### config.mk
export PLATFORM = sky130hd
export DESIGN_NAME = msg_padder
export DESIGN_NICKNAME = d
export VERILOG_FILES = /design/src/rtl/sha256_pkg.sv /design/src/rtl/msg_padder.sv
export SDC_FILE = /design/constraint.sdc
export NUM_CORES = 1
export LEC_CHECK = 0
export CAP_MARGIN = 20
export CORE_AREA = 8 8 241 266
export CTS_CLUSTER_DIAMETER = 80
export DETAILED_ROUTE_END_ITERATION = 16
export DIE_AREA = 0 0 249 274
export DONT_BUFFER_PORTS = 1
export PLACE_DENSITY = 0.58
export SYNTH_ARGS = -nofsm -noshare
export SYNTH_HDL_FRONTEND = slang
export SYNTH_SLANG_ARGS = --single-unit
export TNS_END_PERCENT = 50
### constraint.sdc
create_clock -name clk -period 11.2 [get_ports clk]
set_clock_uncertainty 0.1 [all_clocks]
set_input_delay 0.56 -clock clk [delete_from_list [all_inputs] [get_ports clk]]
set_output_delay 0.56 -clock clk [all_outputs]
set_load 0.005 [all_outputs]
### src/rtl/sha256_pkg.sv
// Shared definitions for the SHA-256 message padding stage.
package sha256_pkg;

  typedef enum logic [1:0] {
    StIdle,
    StLoad,
    StPad,
    StHold
  } pad_state_e;

  localparam int unsigned BLOCK_BYTES       = 64;
  localparam int unsigned LEN_FIELD_BYTES   = 8;
  localparam int unsigned MAX_PAD_MSG_BYTES = 55;

  localparam logic [7:0] PAD_BYTE = 8'h80;

endpackage

### src/rtl/msg_padder.sv
// Collects message bytes and builds the single padded SHA-256 block (0x80, zero fill,
// 64-bit big-endian bit length) for W-generation.
module msg_padder
  import sha256_pkg::*;
#(
  parameter int unsigned MAX_MESSAGE_LENGTH = MAX_PAD_MSG_BYTES,
  parameter int unsigned BLOCK_WIDTH        = BLOCK_BYTES * 8
) (
  input  logic                                  clk,
  input  logic                                  reset,
  input  logic                                  start,
  input  logic [$clog2(MAX_MESSAGE_LENGTH):0]   msg_length,
  input  logic [7:0]                            msg_data,
  input  logic                                  msg_valid,
  input  logic                                  block_ack,
  output logic [BLOCK_WIDTH-1:0]                block,
  output logic                                  block_valid,
  output logic                                  busy,
  output logic                                  len_err
);

  localparam int unsigned LenW      = $clog2(MAX_MESSAGE_LENGTH) + 1;
  localparam int unsigned PosW      = $clog2(BLOCK_WIDTH);
  localparam int unsigned LenFieldW = LEN_FIELD_BYTES * 8;
  localparam logic [LenW-1:0] MaxLen = LenW'(MAX_MESSAGE_LENGTH);

  pad_state_e state_q, state_d;

  logic [BLOCK_WIDTH-1:0] block_q, block_d;
  logic [LenW-1:0]        idx_q, idx_d;
  logic [LenW-1:0]        len_q, len_d;
  logic                   len_err_q, len_err_d;

  logic            len_bad;
  logic            last_byte;
  logic [LenW-1:0] wr_byte;
  logic [PosW-1:0] wr_pos;

  assign len_bad   = msg_length > MaxLen;
  assign last_byte = msg_valid && ((idx_q + LenW'(1)) == len_q);

  // State register
  always_ff @(posedge clk or negedge reset) begin
    if (!reset) begin
      state_q <= StIdle;
    end else begin
      state_q <= state_d;
    end
  end

  // Next-state logic
  always_comb begin
    state_d = state_q;
    unique case (state_q)
      StIdle: begin
        if (start && !len_bad) begin
          state_d = (msg_length == '0) ? StPad : StLoad;
        end
      end
      StLoad: begin
        if (last_byte) begin
          state_d = StPad;
        end
      end
      StPad: begin
        state_d = StHold;
      end
      StHold: begin
        if (block_ack) begin
          state_d = StIdle;
        end
      end
      default: begin
        state_d = StIdle;
      end
    endcase
  end

  // Outputs decoded from state
  always_comb begin
    busy        = 1'b0;
    block_valid = 1'b0;
    unique case (state_q)
      StIdle: begin
        busy = 1'b0;
      end
      StLoad, StPad: begin
        busy = 1'b1;
      end
      StHold: begin
        busy        = 1'b1;
        block_valid = 1'b1;
      end
      default: begin
        busy = 1'b0;
      end
    endcase
  end

  // One byte write port: message bytes in LOAD, the pad marker at index len in PAD.
  always_comb begin
    wr_byte = (state_q == StPad) ? len_q : idx_q;
    wr_pos  = PosW'(BLOCK_WIDTH - 8 - 8 * int'(wr_byte));
  end

  always_comb begin
    block_d   = block_q;
    idx_d     = idx_q;
    len_d     = len_q;
    len_err_d = 1'b0;
    unique case (state_q)
      StIdle: begin
        if (start) begin
          if (len_bad) begin
            len_err_d = 1'b1;
          end else begin
            len_d   = msg_length;
            idx_d   = '0;
            block_d = '0;
          end
        end
      end
      StLoad: begin
        if (msg_valid) begin
          block_d[wr_pos +: 8] = msg_data;
          idx_d                = idx_q + LenW'(1);
        end
      end
      StPad: begin
        block_d[wr_pos +: 8]       = PAD_BYTE;
        block_d[LenFieldW-1:0]     = LenFieldW'({len_q, 3'b000});
      end
      StHold: begin
        block_d = block_q;
      end
      default: begin
        block_d = block_q;
      end
    endcase
  end

  always_ff @(posedge clk or negedge reset) begin
    if (!reset) begin
      block_q   <= '0;
      idx_q     <= '0;
      len_q     <= '0;
      len_err_q <= 1'b0;
    end else begin
      block_q   <= block_d;
      idx_q     <= idx_d;
      len_q     <= len_d;
      len_err_q <= len_err_d;
    end
  end

  assign block   = block_q;
  assign len_err = len_err_q;

endmodule

# Yosys cells after proc, flatten, opt, wreduce, memory -nomap -nowiden
# Cells that the tools add are included.
[word_totals] in_bits=20 word_cells=56 output_inout_bits=515 ff_bits=529
[op_classes] magnitude_cmp=1 add_sub_neg=3 shifts=3 eq_ne=10 n_bitwise=2 n_mux=21 reduce_logical=11
[ops] cell="$mux W512" count=3
[ops] cell="$pmux W512 S3" count=1
[ops] cell="$bwmux W512" count=2
[ops] cell="$shift A8 B11 Y512 const A" count=1
[ops] cell="$shiftx A8 B11 Y512" count=1
[ops] cell="$shiftx A8 B11 Y512 const A" count=1
[ops] cell="$mux W7" count=3
[ops] cell="$pmux W7 S2" count=1
[ops] cell="$ne A2 B2 Y1 const B" count=6
[ops] cell="$neg A9 Y11" count=1
[ops] cell="$sub A9 B9 Y9 const A" count=1
[ops] cell="$mux W2" count=4
[ops] cell="$pmux W2 S4" count=1
[ops] cell="$reduce_and A4 Y1" count=2
[ops] cell="$add A7 B1 Y7 const B" count=1
[ops] cell="$eq A7 B7 Y1" count=1
[ops] cell="$gt A7 B6 Y1 const B" count=1
[ops] cell="$logic_not A7 Y1" count=1
[ops] cell="$mux W6" count=1
[ops] cell="$reduce_and A3 Y1" count=2
[ops] cell="$eq A2 B2 Y1 const B" count=2
[ops] cell="$mux W1" count=4
[ops] cell="$reduce_or A3 Y1" count=1
[ops] cell="$eq A2 B1 Y1 const B" count=1
[ops] cell="other kinds (6)" count=8

# Logic depth before layout (Yosys ltp)
[logic_depth] word_depth=8 depth_mapped=16 depth_no_buf=11

# Worst setup path after synthesis
# OpenSTA, ideal clock, no wires.
[synth_timing] path_kind="register -> register" from="register state_q[0]" to="register block_q[20] (netlist: block[20])" setup_time_ns=0.083 arrival_ns=3.697 required_time_ns=11.017 n_path_buf=5 synth_period_minus_slack_ns=3.880 path_slack_ns=7.320 path_stages_with_launch=16 cell_sequence="dfrtp_1 inv_1 ha_1 buf_4 buf_4 clkbuf_1 mux2i_1 inv_1 ha_1 clkbuf_1 xnor2_1 nand2_1 nor4_2 clkbuf_1 nand3_1 o21ai_0"
[synth_between] elab_chain_len=8 word_cells_on_any_way=17 cone_classes="2 x add/sub; 6 x eq/ne; 2 x shift; 4 x mux; 1 x bitwise; 2 x reduce/logical"
[synth_rtl] element="start, declared" line_no="msg_padder.sv:27" text="pad_state_e state_q, state_d;"
[synth_rtl] element="start signal, assigned" line_no="msg_padder.sv:45" text="state_q <= StIdle;"
[synth_rtl] element="start signal, assigned" line_no="msg_padder.sv:47" text="state_q <= state_d;"
[synth_rtl] element="$eq A2 B2 Y1" line_no="msg_padder.sv:102, msg_padder.sv:111"
[synth_rtl] element="$mux W6" line_no="msg_padder.sv:102" text="wr_byte = (state_q == StPad) ? len_q : idx_q;"
[synth_rtl] element="$sub A9 B9 Y9" line_no="msg_padder.sv:103" text="wr_pos = PosW'(BLOCK_WIDTH - 8 - 8 * int'(wr_byte));"
[synth_rtl] element="$neg A9 Y11" line_no="msg_padder.sv:125" text="block_d[wr_pos +: 8] = msg_data;"
[synth_rtl] element="$shiftx A8 B11 Y512 / $shift A8 B11 Y512 (equally long branches)" line_no="msg_padder.sv:125"
[synth_rtl] element="$bwmux W512" line_no="msg_padder.sv:125"
[synth_rtl] element="$mux W512" line_no="msg_padder.sv:124" text="if (msg_valid) begin"
[synth_rtl] element="$pmux W512 S3" line_no="msg_padder.sv:111" text="unique case (state_q)"
[synth_rtl] element="end signal, assigned" line_no="msg_padder.sv:149" text="block_q <= block_d;"
[synth_rtl] element="end, declared" line_no="msg_padder.sv:29" text="logic [BLOCK_WIDTH-1:0] block_q, block_d;"
# Several ways; a longest one is shown, not always the timed one. The select of a mux whose other input is x is not followed.
# A chain may end at the register's enable or synchronous reset.

# Worst setup path after layout
[layout_timing] from="register state_q[0]" to="register block_q[201] (netlist: block[201])"
[layout_between] elab_chain_len=8 word_cells_on_any_way=19 cone_classes="2 x add/sub; 6 x eq/ne; 3 x shift; 5 x mux; 1 x bitwise; 2 x reduce/logical"
[layout_rtl] element="$eq A2 B2 Y1" line_no="msg_padder.sv:102, msg_padder.sv:111"
[layout_rtl] element="$mux W6" line_no="msg_padder.sv:102"
[layout_rtl] element="$sub A9 B9 Y9" line_no="msg_padder.sv:103"
[layout_rtl] element="$neg A9 Y11" line_no="msg_padder.sv:125, msg_padder.sv:130"
[layout_rtl] element="$shiftx A8 B11 Y512 / $shift A8 B11 Y512 (equally long branches)" line_no="msg_padder.sv:125, msg_padder.sv:130"
[layout_rtl] element="$bwmux W512" line_no="msg_padder.sv:125"
[layout_rtl] element="$mux W512" line_no="msg_padder.sv:124"
[layout_rtl] element="$pmux W512 S3" line_no="msg_padder.sv:111"
# Several ways; a longest one is shown, not always the timed one. The select of a mux whose other input is x is not followed.

==> results.sh <==
export IMPL_grt_pass1_vias=18993
export IMPL_layout_drive_gt1_share=0.114
export IMPL_grt_max_degree=530
export IMPL_drt_iter0_markers=2171
export IMPL_grt_pass1_wl_um=146000
export IMPL_synthCells=2123
export IMPL_grtUsageTotal=0.288
export IMPL_tns_ns=0
export IMPL_cts_buffers=56
export IMPL_top_layer_used="met4"
export IMPL_worstPathRequired_ns=11.62
export IMPL_slew_viol_final=378
export IMPL_slowest_delay_ns=0.82
export IMPL_synth_edff_count=0
export IMPL_slowest_stage="nor4_1"
export IMPL_worstSetupPathType="flip-flop to flip-flop"
export IMPL_end_kind="flip-flop"
export IMPL_vdd_drop_max_mv=0.157
export IMPL_tightest_slew_ns=3.12
export IMPL_synth_cell_area_um2=23600
export IMPL_synthDistinctLibCells=79
export IMPL_post_route_period_util=0.456
export IMPL_status="finished with violations"
export IMPL_synth_seq_area_share=0.561
export IMPL_fp_dieH_um=274
export IMPL_slew_headroom=-1.08
export IMPL_dp_hpwl_um=72000
export IMPL_cp_start_kind="flip-flop"
export IMPL_final_core_util=0.445
export IMPL_fmax_mhz=196
export IMPL_wl_um=103000
export IMPL_antenna_found_initial=0
export IMPL_cts_hold_buf=18
export IMPL_worstPathMaxFanout=33
export IMPL_p_leak_nw=11.2
export IMPL_layout_min_cycle_time_ns=5.10
export IMPL_min_path_type="input port to asynchronous set/reset pin"
export IMPL_die_x_um=249
export IMPL_clkSinkCount=529
export IMPL_crit_path_start="state_q[0]"
export IMPL_path_buf_inv=5
export IMPL_worstPathCellList="inv_1 -> ha_1 -> buf_4 -> mux2i_1 -> inv_1 -> ha_1 -> inv_1 -> nor4_1 -> o21ai_2 -> buf_8 -> a21oi_1 -> nand2_1 -> o2bb2ai_1"
export IMPL_layout_cells_non_filler=2911
export IMPL_clk_pin_slew_ns=0.06
export IMPL_rsz0062_at_grt="no"
export IMPL_hold_ws_ns=-0.443
export IMPL_portBuffers=0
export IMPL_hold_viol_final=190
export IMPL_ys_flop_type="dfrtp_1"
export IMPL_reg2reg_from="state_q[0]"
export IMPL_setup_viol=0
export IMPL_place_inst=2785
export IMPL_crit_top_cell="inv_1"
export IMPL_start_util=0.397
export IMPL_ys_warn_count=0
export IMPL_syn2layout_area_growth_pct=12.1
export IMPL_wl_per_cell_um=35.2
export IMPL_violations="hold timing, slew limit"
export IMPL_cts_buffer_depth=3
export IMPL_drc=0
export IMPL_ant_nets=0
export IMPL_p_per_area_nw_per_um2=253
export IMPL_drv_cap=0
export IMPL_nets=2127
export IMPL_dr_pass1_iters=6
export IMPL_ys_async_sr_fraction=1.00
export IMPL_row_count=94
export IMPL_cts_tree="yes"
export IMPL_core_area_um2=59400
export IMPL_ctsRootBufferMaster="clkbuf_16"
export IMPL_ys_ff_latch=529
export IMPL_clk_latency_ns=0.62
export IMPL_wl_met1_um=36700
export IMPL_avgSynthCellArea_um2=11.1
export IMPL_critPathArrivalTime_ns=5.52
export IMPL_wl_met2_um=49200
export IMPL_viasPerCell=6.74
export IMPL_h_tree_depth=2
export IMPL_io_pins=535
export IMPL_vias=19623
export IMPL_dr_wl_met3_um=11600
export IMPL_path_delay_family="compound AO/OA/AOI/OAI gates"
export IMPL_syn_num_nets=2153
export IMPL_die_area_um2=68200
export IMPL_p_total_mw=6.70
export IMPL_place_congestion=0.893
export IMPL_overflow=0
-- cell families (layout without fill, tap and decap cells) --
group	Yosys count	in the layout	share of synthesized area
AO/OA/AOI/OAI	856	856	0.277
XOR/XNOR	15	15	0.00678
adder cells (fa/ha/maj)	10	10	0.00530
buffers and inverters	164	183	0.0281
flip-flops	529	529	0.561
multiplexers	36	36	0.0175
other	0	1	0
AND/OR/NAND/NOR	513	513	0.104
-- placed cells by master, fill, tap and decap left out, types with 11 or more instances in the layout --
cell / netlist / layout
a211oi_1: 19 / 17
a21oi_1: 123 / 123
a22o_1: 223 / 223
a22oi_1: 46 / 46
a31o_2: 31 / 31
a31oi_1: 19 / 19
a32o_1: 39 / 39
and2_1: 18 / 18
and3_1: 12 / 11
buf_4: 4 / 31
clkbuf_16: 0 / 58
clkbuf_8: 0 / 13
clkinv_2: 0 / 12
dfrtp_1: 529 / 529
dlygate4sd3_1: 0 / 18
inv_1: 22 / 22
mux2_2: 19 / 19
mux2i_1: 12 / 11
nand2_1: 177 / 176
nand3_1: 62 / 62
nand4_1: 22 / 22
nor2_1: 109 / 109
nor3_1: 43 / 42
nor4_1: 19 / 19
o211ai_1: 11 / 11
o21ai_0: 90 / 89
o21ai_1: 34 / 33
o22ai_1: 41 / 41
o2bb2ai_1: 85 / 85
-- through the flow --
| stage | setup slack [ns] | area [um^2] |
|---|---|---|
| 2_1_floorplan | 7.32 | 23600 |
| 3_3_place_gp | 6.32 | 24300 |
| 3_5_place_dp | 6.21 | 24300 |
| 4_1_cts | 6.19 | 26400 |
| 5_1_grt | 5.66 | 26500 |
| 6_report | 6.10 | 26500 |
-- what timing repair did --
item | in CTS | in global routing
setup buffers | 0 | 0
hold endpoints to repair | 576 | 529
resized for setup | 0 | 0
-- metal layers --
layer,global-route usage,up-vias
li1,-,8106
met1,0.327,10158
met2,0.476,1119
met3,0.114,240
met4,0.133,0
met5,0,-
-- where the power goes --
| group | internal [mW] | switching, mW | leakage, nW |
|---|---|---|---|
| registers | 1.96 | 0.0801 | 7.37 |
| clock network | 1.10 | 0.809 | 0.935 |
| logic | 0.491 | 2.26 | 2.93 |
| total | 3.55 | 3.15 | 11.2 |
-- area by class of cell --
| class | instances | area [um^2] |
|---|---|---|
| fillers | 5509 | 32900 |
| flip-flops and latches | 529 | 13200 |
| diodes | 1 | 2.50 |
| clock inverters | 22 | 219 |
| well taps | 768 | 961 |
| multi-input cells | 1430 | 9770 |
| repair buffers | 56 | 505 |
| inverters | 24 | 90.1 |
| clock buffers | 81 | 1670 |
-- state kept, by name, indices dropped and copies added, names as in the netlist --
name / flops
block: 512
idx_q: 7
len_err: 1
len_q: 7
state_q: 2
-- synth_stat cells (all sizes together) (39+ instances only) --
master | number | share of area
clkbuf | 99 | 0.016
a21oi | 127 | 0.028
o22ai | 41 | 0.011
nor3 | 48 | 0.012
o2bb2ai | 85 | 0.032
nand2 | 177 | 0.028
nand3 | 62 | 0.013
dfrtp | 529 | 0.56
a22o | 223 | 0.083
a22oi | 46 | 0.015
nor2 | 111 | 0.018
o21ai | 134 | 0.030
buf | 41 | 0.0086
a32o | 39 | 0.017
-- final timing paths --
kind,cells past startpoint,slack (ns),to
worst max-delay path,13,6.10,block[201]
worst min-delay path,0,-0.44,block[165]
worst max register to register,13,6.10,block[201]
worst min register to register,1,0.43,block[184]
max in group asynchronous,0,9.01,block[457]
min in group clk,2,0.02,block[16]
Power figures use the tool's default switching activity.
